--- config.mk ---
export PLATFORM = sky130hd
export DESIGN_NAME = trap_ctrl
export DESIGN_NICKNAME = d
export VERILOG_FILES = /design/src/rtl/trap_ctrl_pkg.sv /design/src/rtl/trap_ctrl_vec_calc.sv /design/src/rtl/trap_ctrl.sv
export SDC_FILE = /design/constraint.sdc
export NUM_CORES = 1
export LEC_CHECK = 0
export ABC_AREA = 1
export CELL_PAD_IN_SITES_DETAIL_PLACEMENT = 0
export CELL_PAD_IN_SITES_GLOBAL_PLACEMENT = 1
export CORE_ASPECT_RATIO = 1.25
export CORE_MARGIN = 3
export CORE_UTILIZATION = 26
export DETAILED_ROUTE_END_ITERATION = 7
export PLACE_DENSITY = 0.91
export SYNTH_ARGS = -nofsm -noshare
export SYNTH_HDL_FRONTEND = slang
export SYNTH_SLANG_ARGS = --single-unit
--- constraint.sdc ---
create_clock -name i_clk -period 2.9 [get_ports i_clk]
set_input_delay 0.58 -clock i_clk [delete_from_list [all_inputs] [get_ports i_clk]]
set_output_delay 0.58 -clock i_clk [all_outputs]
set_load 0.02 [all_outputs]
--- src/rtl/trap_ctrl_pkg.sv ---
// Shared types and constants for the machine-mode trap sequencer.
// XLEN/MXLEN/trap_cause_t match the core's privilege definitions.
package trap_ctrl_pkg;

    localparam int XLEN  = 32;
    localparam int MXLEN = 32;

    typedef logic [4:0] trap_cause_t;

    typedef enum logic [2:0] {
        IDLE,
        T_EPC,
        T_CAUSE,
        T_TVAL,
        T_STATUS,
        T_JUMP,
        R_STATUS,
        R_JUMP
    } trap_ctrl_state_t;

    localparam logic [11:0] CSR_MSTATUS = 12'h300;
    localparam logic [11:0] CSR_MEPC    = 12'h341;
    localparam logic [11:0] CSR_MCAUSE  = 12'h342;
    localparam logic [11:0] CSR_MTVAL   = 12'h343;

    localparam int MSTATUS_MIE_BIT  = 3;
    localparam int MSTATUS_MPIE_BIT = 7;
    localparam int MSTATUS_MPP_LSB  = 11;

    function automatic logic [MXLEN-1:0] mstatus_on_trap(input logic [MXLEN-1:0] m);
        logic [MXLEN-1:0] r;
        r = m;
        r[MSTATUS_MPIE_BIT]         = m[MSTATUS_MIE_BIT];
        r[MSTATUS_MIE_BIT]          = 1'b0;
        r[MSTATUS_MPP_LSB +: 2]     = 2'b11;
        return r;
    endfunction

    function automatic logic [MXLEN-1:0] mstatus_on_mret(input logic [MXLEN-1:0] m);
        logic [MXLEN-1:0] r;
        r = m;
        r[MSTATUS_MIE_BIT]          = m[MSTATUS_MPIE_BIT];
        r[MSTATUS_MPIE_BIT]         = 1'b1;
        r[MSTATUS_MPP_LSB +: 2]     = 2'b11;
        return r;
    endfunction

endpackage

--- src/rtl/trap_ctrl_vec_calc.sv ---
// Trap target from mtvec: direct base, or base + 4*cause for vectored interrupts.
// Latency: combinational.
// Backpressure: none.
module trap_vec_calc
    import trap_ctrl_pkg::*;
#(
    parameter bit VECTORED_EN = 1'b1
) (
    input  logic [MXLEN-1:0] mtvec,
    input  trap_cause_t      cause,
    input  logic             intr,
    output logic [XLEN-1:0]  target
);

    logic [MXLEN-1:0] base;
    logic [MXLEN-1:0] offset;

    always_comb begin
        base   = {mtvec[MXLEN-1:2], 2'b00};
        offset = '0;
        offset[$bits(trap_cause_t)+1:2] = cause;
        target = XLEN'(base);
        // MODE values 2 and 3 are reserved and fall back to direct.
        if (VECTORED_EN && intr && (mtvec[1:0] == 2'b01)) begin
            target = XLEN'(base + offset);
        end
    end

endmodule

--- src/rtl/trap_ctrl.sv ---
// Trap/interrupt/MRET sequencer: one CSR write per cycle, then redirect + flush.
// Latency: trap/irq redirect 5 cycles after acceptance, MRET redirect 2 cycles after.
// Backpressure: o_busy stalls the pipeline; requests are only sampled in IDLE.
module trap_ctrl
    import trap_ctrl_pkg::*;
#(
    parameter bit MTVEC_VECTORED_EN = 1'b1,
    parameter bit RESET_STALL       = 1'b0
) (
    input  logic              i_clk,
    input  logic              i_rst,
    input  logic              i_trap_req,
    input  trap_cause_t       i_trap_cause,
    input  logic [MXLEN-1:0]  i_trap_tval,
    input  logic [XLEN-1:0]   i_trap_pc,
    input  logic              i_irq_req,
    input  trap_cause_t       i_irq_cause,
    input  logic [XLEN-1:0]   i_irq_pc,
    input  logic              i_mret,
    input  logic [MXLEN-1:0]  i_mtvec,
    input  logic [MXLEN-1:0]  i_mepc,
    input  logic [MXLEN-1:0]  i_mstatus,
    output logic              o_csr_we,
    output logic [11:0]       o_csr_addr,
    output logic [MXLEN-1:0]  o_csr_wdata,
    output logic              o_busy,
    output logic              o_redirect,
    output logic [XLEN-1:0]   o_redirect_pc,
    output logic              o_flush
);

    localparam int CW = $bits(trap_cause_t);

    trap_ctrl_state_t state_q, state_d;
    logic [XLEN-1:0]  pc_q;
    trap_cause_t      cause_q;
    logic [MXLEN-1:0] tval_q;
    logic             intr_q;
    logic             stall_q;
    logic             accept_ok;
    logic             irq_take;
    logic [XLEN-1:0]  vec_target;

    assign accept_ok = (state_q == IDLE) && !stall_q;
    assign irq_take  = i_irq_req && i_mstatus[MSTATUS_MIE_BIT];

    always_ff @(posedge i_clk or posedge i_rst) begin
        if (i_rst) begin
            state_q <= IDLE;
            stall_q <= RESET_STALL;
        end else begin
            state_q <= state_d;
            stall_q <= 1'b0;
        end
    end

    always_ff @(posedge i_clk or posedge i_rst) begin
        if (i_rst) begin
            pc_q    <= '0;
            cause_q <= '0;
            tval_q  <= '0;
            intr_q  <= 1'b0;
        end else if (accept_ok) begin
            if (i_trap_req) begin
                pc_q    <= i_trap_pc;
                cause_q <= i_trap_cause;
                tval_q  <= i_trap_tval;
                intr_q  <= 1'b0;
            end else if (irq_take) begin
                pc_q    <= i_irq_pc;
                cause_q <= i_irq_cause;
                tval_q  <= '0;
                intr_q  <= 1'b1;
            end
        end
    end

    always_comb begin
        state_d = state_q;
        unique case (state_q)
            IDLE: begin
                if (accept_ok) begin
                    if (i_trap_req || irq_take) state_d = T_EPC;
                    else if (i_mret)            state_d = R_STATUS;
                end
            end
            T_EPC:    state_d = T_CAUSE;
            T_CAUSE:  state_d = T_TVAL;
            T_TVAL:   state_d = T_STATUS;
            T_STATUS: state_d = T_JUMP;
            T_JUMP:   state_d = IDLE;
            R_STATUS: state_d = R_JUMP;
            R_JUMP:   state_d = IDLE;
            default:  state_d = IDLE;
        endcase
    end

    trap_vec_calc #(
        .VECTORED_EN (MTVEC_VECTORED_EN)
    ) u_vec_calc (
        .mtvec  (i_mtvec),
        .cause  (cause_q),
        .intr   (intr_q),
        .target (vec_target)
    );

    always_comb begin
        o_csr_we      = 1'b0;
        o_csr_addr    = '0;
        o_csr_wdata   = '0;
        o_redirect    = 1'b0;
        o_redirect_pc = '0;
        o_flush       = 1'b0;
        // The post-reset stall bit is set during reset, so mask it there.
        o_busy        = (state_q != IDLE) || (stall_q && !i_rst);
        unique case (state_q)
            T_EPC: begin
                o_csr_we    = 1'b1;
                o_csr_addr  = CSR_MEPC;
                o_csr_wdata = MXLEN'({pc_q[XLEN-1:2], 2'b00});
            end
            T_CAUSE: begin
                o_csr_we    = 1'b1;
                o_csr_addr  = CSR_MCAUSE;
                o_csr_wdata = {intr_q, {(MXLEN-1-CW){1'b0}}, cause_q};
            end
            T_TVAL: begin
                o_csr_we    = 1'b1;
                o_csr_addr  = CSR_MTVAL;
                o_csr_wdata = tval_q;
            end
            T_STATUS: begin
                o_csr_we    = 1'b1;
                o_csr_addr  = CSR_MSTATUS;
                o_csr_wdata = mstatus_on_trap(i_mstatus);
            end
            R_STATUS: begin
                o_csr_we    = 1'b1;
                o_csr_addr  = CSR_MSTATUS;
                o_csr_wdata = mstatus_on_mret(i_mstatus);
            end
            T_JUMP: begin
                o_redirect    = 1'b1;
                o_flush       = 1'b1;
                o_redirect_pc = vec_target;
            end
            R_JUMP: begin
                o_redirect    = 1'b1;
                o_flush       = 1'b1;
                o_redirect_pc = XLEN'({i_mepc[MXLEN-1:2], 2'b00});
            end
            default: ;
        endcase
    end

endmodule

==> impl_results.md, run 1 <==
* Sequential share of power at 23.8%
* CTS Buf Count at 9
* Internal Pwr Total at 4.16 mW
* Placement row count at 56
* GRT Residual Overflow at 0
* Yosys reg bits at 71
* Total number of H-tree levels at 3
* DRC at 0
* Average wire per standard cell at 16.6 um
* Startpoint types: register
* Routed Antenna Nets at 0
* Fin Clk Skew at 7.97 ps
* Synthesized area per cell at 6.61 um^2
* Chip Height at 162 um
* YS warnings at 0
* Min cycle time layout at 2880 ps
* CP Capture Type: primary output
* Final hold vios at 0
* Met2 usage at 37.1%
* Net Sw Frac at 44.4%
* Largest net degree at the start of global routing at 72
* GRT Util Overall at 20.1%
* CTS root buf: clkbuf_16
* Io pins at 287
* Final setup fails at 0
* NetSw at 3.32 mW
* Vias at 6288
* Share of cells above drive strength 1 at 19.4%
* First-pass GRT wire length at 32900 um
* WP data arrival at 2300 ps
* Outcome: complete, no violations
* Setup CP Type: register to primary output
* Final Net Count at 1310
* Worst path required time at 2320 ps
* DRT iter0 DRCs at 312
* Vias in the first global route at 6312
* Worst-margin pin slew at 490 ps
* M3 GR Usage at 5.92%
* Detailed placer's ending HPWL at 17400 um
* Power per standard cell area at 818 nW/um^2
* Die area at 21100 um^2
* Rel. slew slack at 67.0%
* Port Buffers at 269
* GR peak layer: met2
* Worst Path Max Fanout at 4
* Cell count after placement at 1308
* Worst min-delay path class: register to register
* Sequential area share after synthesis at 35.2%
* Antenna violations before repair at 1
* Hold buffer count at CTS at 0
* Worst-path clk slew at 60 ps
* CTS tree: yes
* Area Overhead vs Synth at 81.4%
* Final Non-Filler Cells at 1334
* Slew Viols, Final at 0
* Comb power frac at 63.1%
* Final Util at 48.4%
* DRT Pass-1 Iters at 4
* Tcrit/Tclk final at 99.1%
* RSZ-0062 raised after global routing: yes
* Clk network pwr share at 13.1%
* GP Congestion at 0.885
* Post-synthesis cell type count at 41
* Fmax at 0.348 GHz
* Cells after synthesis at 763
* Routed WL at 22200 um
* Hold WS at 509 ps
* Final setup slack of the worst path at 24.7 ps
* Setup_tns at 0 ps
* GR Layer Usage met1 at 21.4%
* Pleak at 4.41 nW
* Die X at 131 um
* Maximum root-to-sink buffer count at 2
* Worst vdd ir at 0.547 mV
* Post-Place Setup Slack at -873 ps
* FILL cells at 1902
* Core Region at 18900 um^2
* CTS Sinks at 71
* Clock Latency Late Sink at 330 ps
* Max cap viols at 0
* Starting density of the core at 26.7%
* Syn Std Cell Area at 5040 um^2
* Worst Hold Depth at 1
* R2R depth at 6
* Routed vias/inst at 4.71
[cell usage after synthesis]
| cell type | instances | share of area [%] |
|---|---|---|
| o211ai_1 | 24 | 3.6 |
| inv_2 | 6 | 0.45 |
| o21ai_1 | 20 | 2.0 |
| nand2_1 | 284 | 21 |
| nor3_2 | 2 | 0.40 |
| nor2_4 | 2 | 0.45 |
| a21oi_1 | 11 | 1.1 |
| nand2_2 | 1 | 0.12 |
| xor2_1 | 2 | 0.35 |
| inv_1 | 67 | 5.0 |
| a22o_1 | 7 | 1.2 |
| nand4_1 | 9 | 1.1 |
| a32oi_1 | 2 | 0.35 |
| a221o_1 | 3 | 0.60 |
| nor4_1 | 1 | 0.12 |
| o21bai_1 | 7 | 1.0 |
| dfrtp_1 | 71 | 35 |
| nor2_2 | 5 | 0.62 |
| clkbuf_1 | 13 | 0.97 |
| buf_6 | 1 | 0.22 |
| nor2_1 | 69 | 5.1 |
| a21oi_2 | 1 | 0.17 |
| nand3_2 | 2 | 0.40 |
| nand3_1 | 39 | 3.9 |
| or2_2 | 1 | 0.12 |
| nand3b_1 | 1 | 0.15 |
| a31o_1 | 1 | 0.17 |
| buf_4 | 12 | 1.8 |
| buf_2 | 19 | 1.9 |
| nor3_1 | 2 | 0.20 |
| ha_1 | 5 | 1.2 |
| o21ai_0 | 27 | 2.7 |
| o22ai_1 | 1 | 0.12 |
| clkinv_1 | 1 | 0.074 |
| conb_1 | 1 | 0.074 |
| a22oi_1 | 2 | 0.30 |
| nor3_4 | 1 | 0.32 |
| fa_1 | 1 | 0.40 |
| and2_1 | 1 | 0.12 |
| nor3b_1 | 1 | 0.15 |
| a31oi_1 | 37 | 4.6 |
[cells in the final DEF, fill, tap and decap left out, drive strengths merged, types with 2 or more instances in the layout]
cell type,synthesis,routed
a221o,3,3
clkinv,1,5
nand3,41,41
conb,1,9
nand2,285,285
ha,5,5
o21ai,47,47
nor2,76,76
a21oi,12,12
clkbuf,13,18
dfrtp,71,71
a31oi,37,37
xor2,2,2
o211ai,24,24
a22oi,2,2
inv,73,73
dlygate4sd2,0,5
clkdlybuf4s50,0,199
a32oi,2,2
nand4,9,9
dlymetal6s2s,0,31
buf,32,118
a22o,7,7
o21bai,7,7
nor3,5,5
[flip-flops by register name (all words and copies together) (netlist names)]
name,flops
pc_q,30
state_q,3
intr_q,1
cause_q,5
tval_q,32
[cell type report]
class                   instances  area (um^2)  share of cell area [%]
clock buffers                  11          233                    2.54
inverters                      74          278                    3.04
flip-flops and latches         71         1780                    19.4
repair buffers                360         3450                    37.7
well taps                     232          290                    3.17
clock inverters                 4         23.8                   0.260
diodes                          1         2.50                  0.0274
multi-input cells             581         3100                    33.8
[worst paths after layout]
kind                       slack (ps)       start           endpoint
setup / recovery                   20  cause_q[0]  o_redirect_pc[30]
max in group asynchronous        1920       i_rst         tval_q[10]
setup reg to reg                 1230  state_q[2]         tval_q[26]
min in group asynchronous         640       i_rst          tval_q[2]
hold reg to reg                   510  tval_q[23]         tval_q[23]
hold / removal                    510  tval_q[23]         tval_q[23]
[cell families after synthesis]
family,Yosys count,share of synthesized area [%]
adders and majority gates,6,1.64
other,1,0.0744
buffers and inverters,119,10.4
xor gates and xnor gates,2,0.347
AOI/OAI and AO/OA,143,17.9
and+or+nand+nor,421,34.4
DFF,71,35.2
[power by group through the flow]
stage	sequential [mW]	combinational [mW]	clock [mW]
floorplan	1.68	2.45	0
global placement	1.76	4.60	0
detailed placement	1.77	4.64	0
CTS	1.78	4.70	1.00
global route	1.83	5.15	1.04
finish	1.78	4.72	0.981
[per-stage QoR]
stage | total power [mW] | instance area, um^2
5_1_grt | 8.03 | 9150
6_report | 7.48 | 9150
3_3_place_gp | 6.36 | 8540
2_1_floorplan | 4.13 | 5070
3_5_place_dp | 6.41 | 8540
4_1_cts | 7.48 | 8960
[per-layer routing]
layer / share of wire (%) / vias to the layer above
met3: 8.4 / 39
met5: 0 / -
met2: 52 / 262
met1: 36 / 2843
met4: 3.1 / 0
li1: - / 3144
[timing repair]
item / CTS / global route
resized for setup: 140 / 104
endpoints found under the hold margin: 0 / 0
setup buffers: 6 / 4
endpoints found under the setup margin: 60 / 48
pin swaps: 15 / 22
[critical path: stages (launching register included)]
cell and delay, ps:
dfrtp_1 410, ha_4 180, fa_2 370, nand2_2 90, nand2_4 60, nand3_4 90
nand2_4 70, nand4_1 180, buf_4 150, nor2_2 30, nand2_1 60, nand3_1 70
nand2_1 70, buf_6 110
Note: power is estimated with default switching activity, not from simulation.
==> inputs of run 2 (changes only) <==
ABC_AREA = not set   (was 1)
CORE_UTILIZATION = 27   (was 26)
PLACE_DENSITY = 0.9   (was 0.91)
==> run 2 against run 1 <==
Compared with the run above:
- the run now ends with setup timing left
- first-iteration DRC count shrank 40%
- clock-buffer cell count grew 1
- cell count shrank 16%
- die area shrank 6.1%
- sequential power shrank 2%
- synthesized cell count shrank 24%
- critical path type unchanged
- critical endpoint is now o_redirect_pc[24]
- largest cell class unchanged
- largest power group unchanged
==> impl_results.md, run 2 <==
* Share of cells above drive strength 1 at 20.1%
* Maximum root-to-sink buffer count at 2
* Routed vias/inst at 4.86
* Yosys reg bits at 71
* Final Non-Filler Cells at 1124
* Post-synth top cells: o21ai_0 (94), nand2_1 (82), dfrtp_1 (71)
* Sequential share of power at 22.9%
* Largest net degree at the start of global routing at 53
* Startpoint types: register
* Ys async rst share at 100%
* Setup_tns at -718 ps
* Pleak at 3.90 nW
* Hold buffer count at CTS at 0
* Largest register by flop count: tval_q
* Starting density of the core at 27.8%
* Clk network pwr share at 14.5%
* Cell count after placement at 1098
* Max cap viols at 0
* Syn Std Cell Area at 4900 um^2
* Post-synth top area cell: dfrtp_1
* GRT Residual Overflow at 0
* Tcrit/Tclk final at 105%
* Area post-placement at 8280 um^2
* Sequential area share after synthesis at 36.2%
* Rel. slew slack at 58.6%
* Failing checks: setup timing
* Net Sw Frac at 42.2%
* Vias in the first global route at 5557
* Design Area, Final at 8860 um^2
* CTS tree: yes
* Routed WL at 19500 um
* Area Overhead vs Synth at 80.7%
* Chip Height at 157 um
* Vias at 5467
* WP data arrival at 2450 ps
* CTS Buf Count at 9
* Setup CP Type: register to primary output
* RSZ-0062 raised after global routing: yes
* Comb power frac at 62.6%
* Post-Place Setup Slack at -1010 ps
* Power per standard cell area at 862 nW/um^2
* Share of the synthesized area in the top cell type at 36.2%
* Number of antenna repair diodes at 0
* Max reg flops at 32
* Fmax at 0.330 GHz
* Post-synth EDFFs at 0
* Average wire per standard cell at 17.3 um
* Clock Latency Late Sink at 330 ps
* Final Net Count at 1109
* Post-synthesis cell type count at 47
* Worst-path clk slew at 60 ps
* Regs by FF count: tval_q x32, pc_q x30, cause_q x5
* Commonest non-fill, non-tap cell in the layout: clkdlybuf4s50_1
* DRC at 0
* Die area at 19800 um^2
* GRT Util Overall at 19.0%
* CP Capture Type: primary output
* GP Congestion at 0.887
* Outcome: finished, violations left
* Top cells by area, synth: dfrtp_1 (36%), mux2i_1 (13%), o21ai_0 (9.6%), nand2_1 (6.3%), a22o_1 (5.7%)
* Worst vdd ir at 0.431 mV
* Cells after synthesis at 579
* Placement row count at 54
* DRT iter0 DRCs at 188
* YS warnings at 0
* Antenna violations before repair at 0
* Detailed placer's ending HPWL at 14900 um
* Die X at 127 um
* Synthesized area per cell at 8.47 um^2
* Count leader, synth: o21ai_0
* Port Buffers at 269
* Routed Antenna Nets at 0
* Total number of H-tree levels at 3
* CTS Sinks at 71
* Final setup fails at 11
* Final setup slack of the worst path at -133 ps
* Worst path required time at 2320 ps
* Top_reg_cell synth: dfrtp_1
* First-pass GRT wire length at 29700 um
* Core Region at 17600 um^2
* DRT Pass-1 Iters at 4
* Worst min-delay path class: register to register
* Worst-margin pin slew at 621 ps
* CTS root buf: clkbuf_16
* Io pins at 287
* Power Total at 7.63 mW
* Internal Pwr Total at 4.41 mW
* NetSw at 3.22 mW
* Worst Path Max Fanout at 6
* Slew Viols, Final at 0
* Final hold vios at 0
* Fin Clk Skew at 8.44 ps
* Min cycle time layout at 3030 ps
* Most frequent cells in the layout: clkdlybuf4s50_1 (215), o21ai_0 (90), buf_4 (90)
run 2: cell count changes in the layout (fill, tap and decap cells not counted), moves of 25 or more:
cell / before / now
nand2_1: 265 / 78
dlymetal6s2s_1: 31 / 6
a22o_1: 7 / 32
mux2i_1: 0 / 66
a31oi_1: 36 / 3
o21ai_0: 26 / 90
nor2_1: 56 / 26
nand3_1: 34 / 5
inv_1: 64 / 5
run 2: power groups by stage:
stage	sequential, mW	clock [mW]	combinational (mW)
finish	1.74	1.11	4.78
global route	1.80	1.18	5.20
CTS	1.75	1.14	4.69
detailed placement	1.74	0	4.55
global placement	1.73	0	4.50
floorplan	1.65	0	2.51
run 2: layer usage:
metal | up-vias | track usage [%] | part of all wire, %
met2 | 220 | 34.5 | 51
met4 | 0 | 5.93 | 1.5
met3 | 18 | 4.27 | 7.6
met1 | 2534 | 22.1 | 40
met5 | - | 0 | 0
li1 | 2695 | - | -
run 2: final timing paths:
check,start,to,slack [ps],cells past startpoint
max,cause_q[0],o_redirect_pc[24],-130,10
min,pc_q[12],pc_q[12],480,2
max reg2reg,state_q[1],tval_q[3],990,6
min reg2reg,pc_q[12],pc_q[12],480,2
max in group asynchronous,i_rst,state_q[1],1630,3
min in group asynchronous,i_rst,pc_q[20],620,2
run 2: final cells by class:
class | count | area (um^2)
Fill cell | 1677 | 8780
Tap cell | 224 | 280
Sequential cell | 71 | 1780
Multi-Input combinational cell | 453 | 3150
Clock inverter | 3 | 42.5
Clock buffer | 12 | 256
Timing Repair Buffer | 354 | 3320
Inverter | 7 | 27.5
run 2: through the flow:
stage	hold slack [ps]	util, %
floorplan	449	-
global placement	460	46.9
detailed placement	469	46.9
CTS	481	49.3
global route	505	50.2
finish	477	50.2
run 2: timing repair:
action | CTS | global route
resized for setup | 175 | 50
setup endpoints to repair | 33 | 28
setup buffers | 6 | 5
pin swaps | 34 | 26
run 2: kinds of logic (layout without fill, tap and decap cells):
logic type,after synthesis,after routing,synth area share (%)
AO/OA/AOI/OAI,179,179,22.0
AND/OR/NAND/NOR,173,173,16.9
buffers and inverters,63,376,6.00
multiplexers,67,67,13.7
other,1,9,0.0765
flip-flops,71,71,36.2
adder cells (fa/ha/maj),6,6,1.68
XOR/XNOR,19,19,3.39
run 2: critical path: stages, from the launching register on:
cell and delay, ps:
dfrtp_1 410, ha_4 180, fa_2 380, a211oi_4 240, o21bai_2 130, buf_6 160
buf_4 140, nand4b_1 90, xor2_1 150, a21oi_1 80, buf_4 160
==> inputs of run 3 (changes only) <==
CORE_MARGIN = 8   (was 3)
==> run 3 against run 2 <==
Compared with the run above:
- the flow still finishes with violations (setup timing)
- global-route usage is 1.1 points lower
- combinational power hardly changed
- maximum frequency is 1.8% higher
- routed wire length is 7.0% higher
- utilization is 0.66 points lower
- design area is 0.51% higher
- largest cell class unchanged
- highest routed layer unchanged
==> impl_results.md, run 3 (same netlist as run 2, synthesis figures left out) <==
* DRT iter0 DRCs at 181
* Worst vdd ir at 0.499 mV
* CTS tree: yes
* Worst-path clk slew at 60 ps
* DRT Pass-1 Iters at 5
* CP Launch Point: cause_q[0]
* HP Start: pc_q[21]
* Hold buffer count at CTS at 0
* Routed Antenna Nets at 0
* Min cycle time layout at 2980 ps
* Setup_tns at -620 ps
* Setup CP Type: register to primary output
* Hold WS at 477 ps
* Area post-placement at 8300 um^2
* Max cap viols at 0
* Final hold vios at 0
* Placement row count at 55
* Vias in the first global route at 5957
* Worst path required time at 2320 ps
* R2R depth at 6
* Total number of H-tree levels at 3
* Clock Latency Late Sink at 330 ps
* Pleak at 3.96 nW
* CP Capture Type: primary output
* Core Region at 18000 um^2
* Commonest non-fill, non-tap cell in the layout: clkdlybuf4s50_1
* R2r endpoint: tval_q[25]
* Largest net degree at the start of global routing at 66
* Tcrit/Tclk final at 103%
* Final setup fails at 12
* GRT Util Overall at 17.9%
* Startpoint types: register
* WP data arrival at 2400 ps
* R2r setup slk at 1070 ps
* Worst Hold Depth at 2
* CTS root buf: clkbuf_16
* GP Congestion at 0.861
* CP cell instances: ha_4 -> fa_2 -> a211oi_4 -> o21bai_4 -> buf_12 -> nand4b_1 -> xor2_1 -> a21oi_1 -> buf_4
* Fmax at 0.336 GHz
* Maximum root-to-sink buffer count at 2
* Design Area, Final at 8900 um^2
* RSZ-0062 raised after global routing: yes
* Crit path buf inv count at 2
* CP peak stage delay at 410 ps
* CTS Sinks at 71
* Detailed placer's ending HPWL at 16100 um
* Chip Height at 167 um
* Most frequent cells in the layout: clkdlybuf4s50_1 (211), o21ai_0 (90), buf_4 (86)
* Max reg flops at 32
* First-pass GRT wire length at 31900 um
* Failing checks: setup timing
* Cell family with most CP delay: adder cells
* Worst-margin pin slew at 504 ps
* Antenna violations before repair at 1
* FILL cells at 1734
* Power Total at 7.70 mW
* Final Util at 49.6%
* Port Buffers at 269
* Share of cells above drive strength 1 at 20.0%
* Regs by FF count: tval_q x32, pc_q x30, cause_q x5
* Starting density of the core at 27.3%
* Rel. slew slack at 66.4%
* Area Overhead vs Synth at 81.6%
* Largest register by flop count: tval_q
* CTS Buf Count at 9
* GRT Residual Overflow at 0
* Die X at 137 um
* Io pins at 287
* DRC at 0
* Routed vias/inst at 4.85
* Fin Clk Skew at 5.50 ps
* Worst reg2reg startpoint: state_q[1]
* Die area at 22800 um^2
* Power per standard cell area at 865 nW/um^2
* Slew Viols, Final at 0
* Hold EP: pc_q[21]
* Average wire per standard cell at 18.4 um
* Routed WL at 20800 um
* Slowest cell on crit path: dfrtp_1
* Vias at 5491
* Final setup slack of the worst path at -78.9 ps
* Outcome: finished, violations left
* Worst min-delay path class: register to register
* Worst Path Max Fanout at 6
* Final Net Count at 1110
-- run 3: cell types whose count changed in the layout (fill, tap and decap cells not counted), moves of 3 or more --
| cell | delta |
|---|---|
| buf_2 | +4 |
| a21oi_2 | -3 |
| dlygate4sd2_1 | -4 |
| clkdlybuf4s50_1 | -4 |
| a21oi_1 | +3 |
| buf_4 | -4 |
| dlymetal6s2s_1 | +6 |
-- run 3: layout make-up --
cell class	count	area (um^2)	area share, %
diodes	2	5.00	0.0562
clock buffers	13	280	3.15
clock inverters	3	47.5	0.534
inverters	7	27.5	0.309
multi-input cells	453	3120	35.0
flip-flops and latches	71	1780	20.0
well taps	228	285	3.20
repair buffers	355	3360	37.8
-- run 3: worst max path at each step --
| stage | to | slack (ps) | cells after the start |
|---|---|---|---|
| 6_report | o_redirect_pc[24] | -80 | 9 |
| 2_1_floorplan | o_redirect_pc[20] | -20 | 8 |
| 5_1_grt | o_redirect_pc[24] | -190 | 9 |
| 3_3_place_gp | o_redirect_pc[14] | -990 | 9 |
| 4_1_cts | o_redirect_pc[24] | -120 | 9 |
| 3_5_place_dp | o_redirect_pc[14] | -1030 | 9 |
-- run 3: report_power, final --
group | leakage, nW | switching, mW | internal (mW)
clock network | 0.162 | 0.422 | 0.765
logic | 2.92 | 2.53 | 2.24
registers | 0.885 | 0.291 | 1.46
-- run 3: through the flow --
step	instances	setup slack [ps]
floorplan	587	-18.1
global placement	1104	-993
detailed placement	1104	-1030
CTS	1126	-123
global route	1131	-189
finish	1132	-78.9
-- run 3: worst register-to-register path, stage by stage, from the launching register on --
cell and delay [ps]:
dfrtp_2 450, buf_12 200, nor3_1 290, buf_4 200, nand2b_4 70, buf_4 240
a22o_1 280
-- run 3: routing by layer --
metal | GRT usage, % | wire [um] | vias up | share of wire, %
met5 | 0 | 0 | - | 0
met1 | 20.0 | 8140 | 2551 | 39
met3 | 5.36 | 1870 | 19 | 9.0
met2 | 31.6 | 10500 | 216 | 50
met4 | 5.36 | 314 | 0 | 1.5
li1 | - | - | 2705 | -
-- run 3: timing repair --
action,in CTS,in global routing
setup buffers,5,4
cloned,1,0
setup endpoints to repair,33,33
gates resized for setup,191,36
pin swaps,43,23
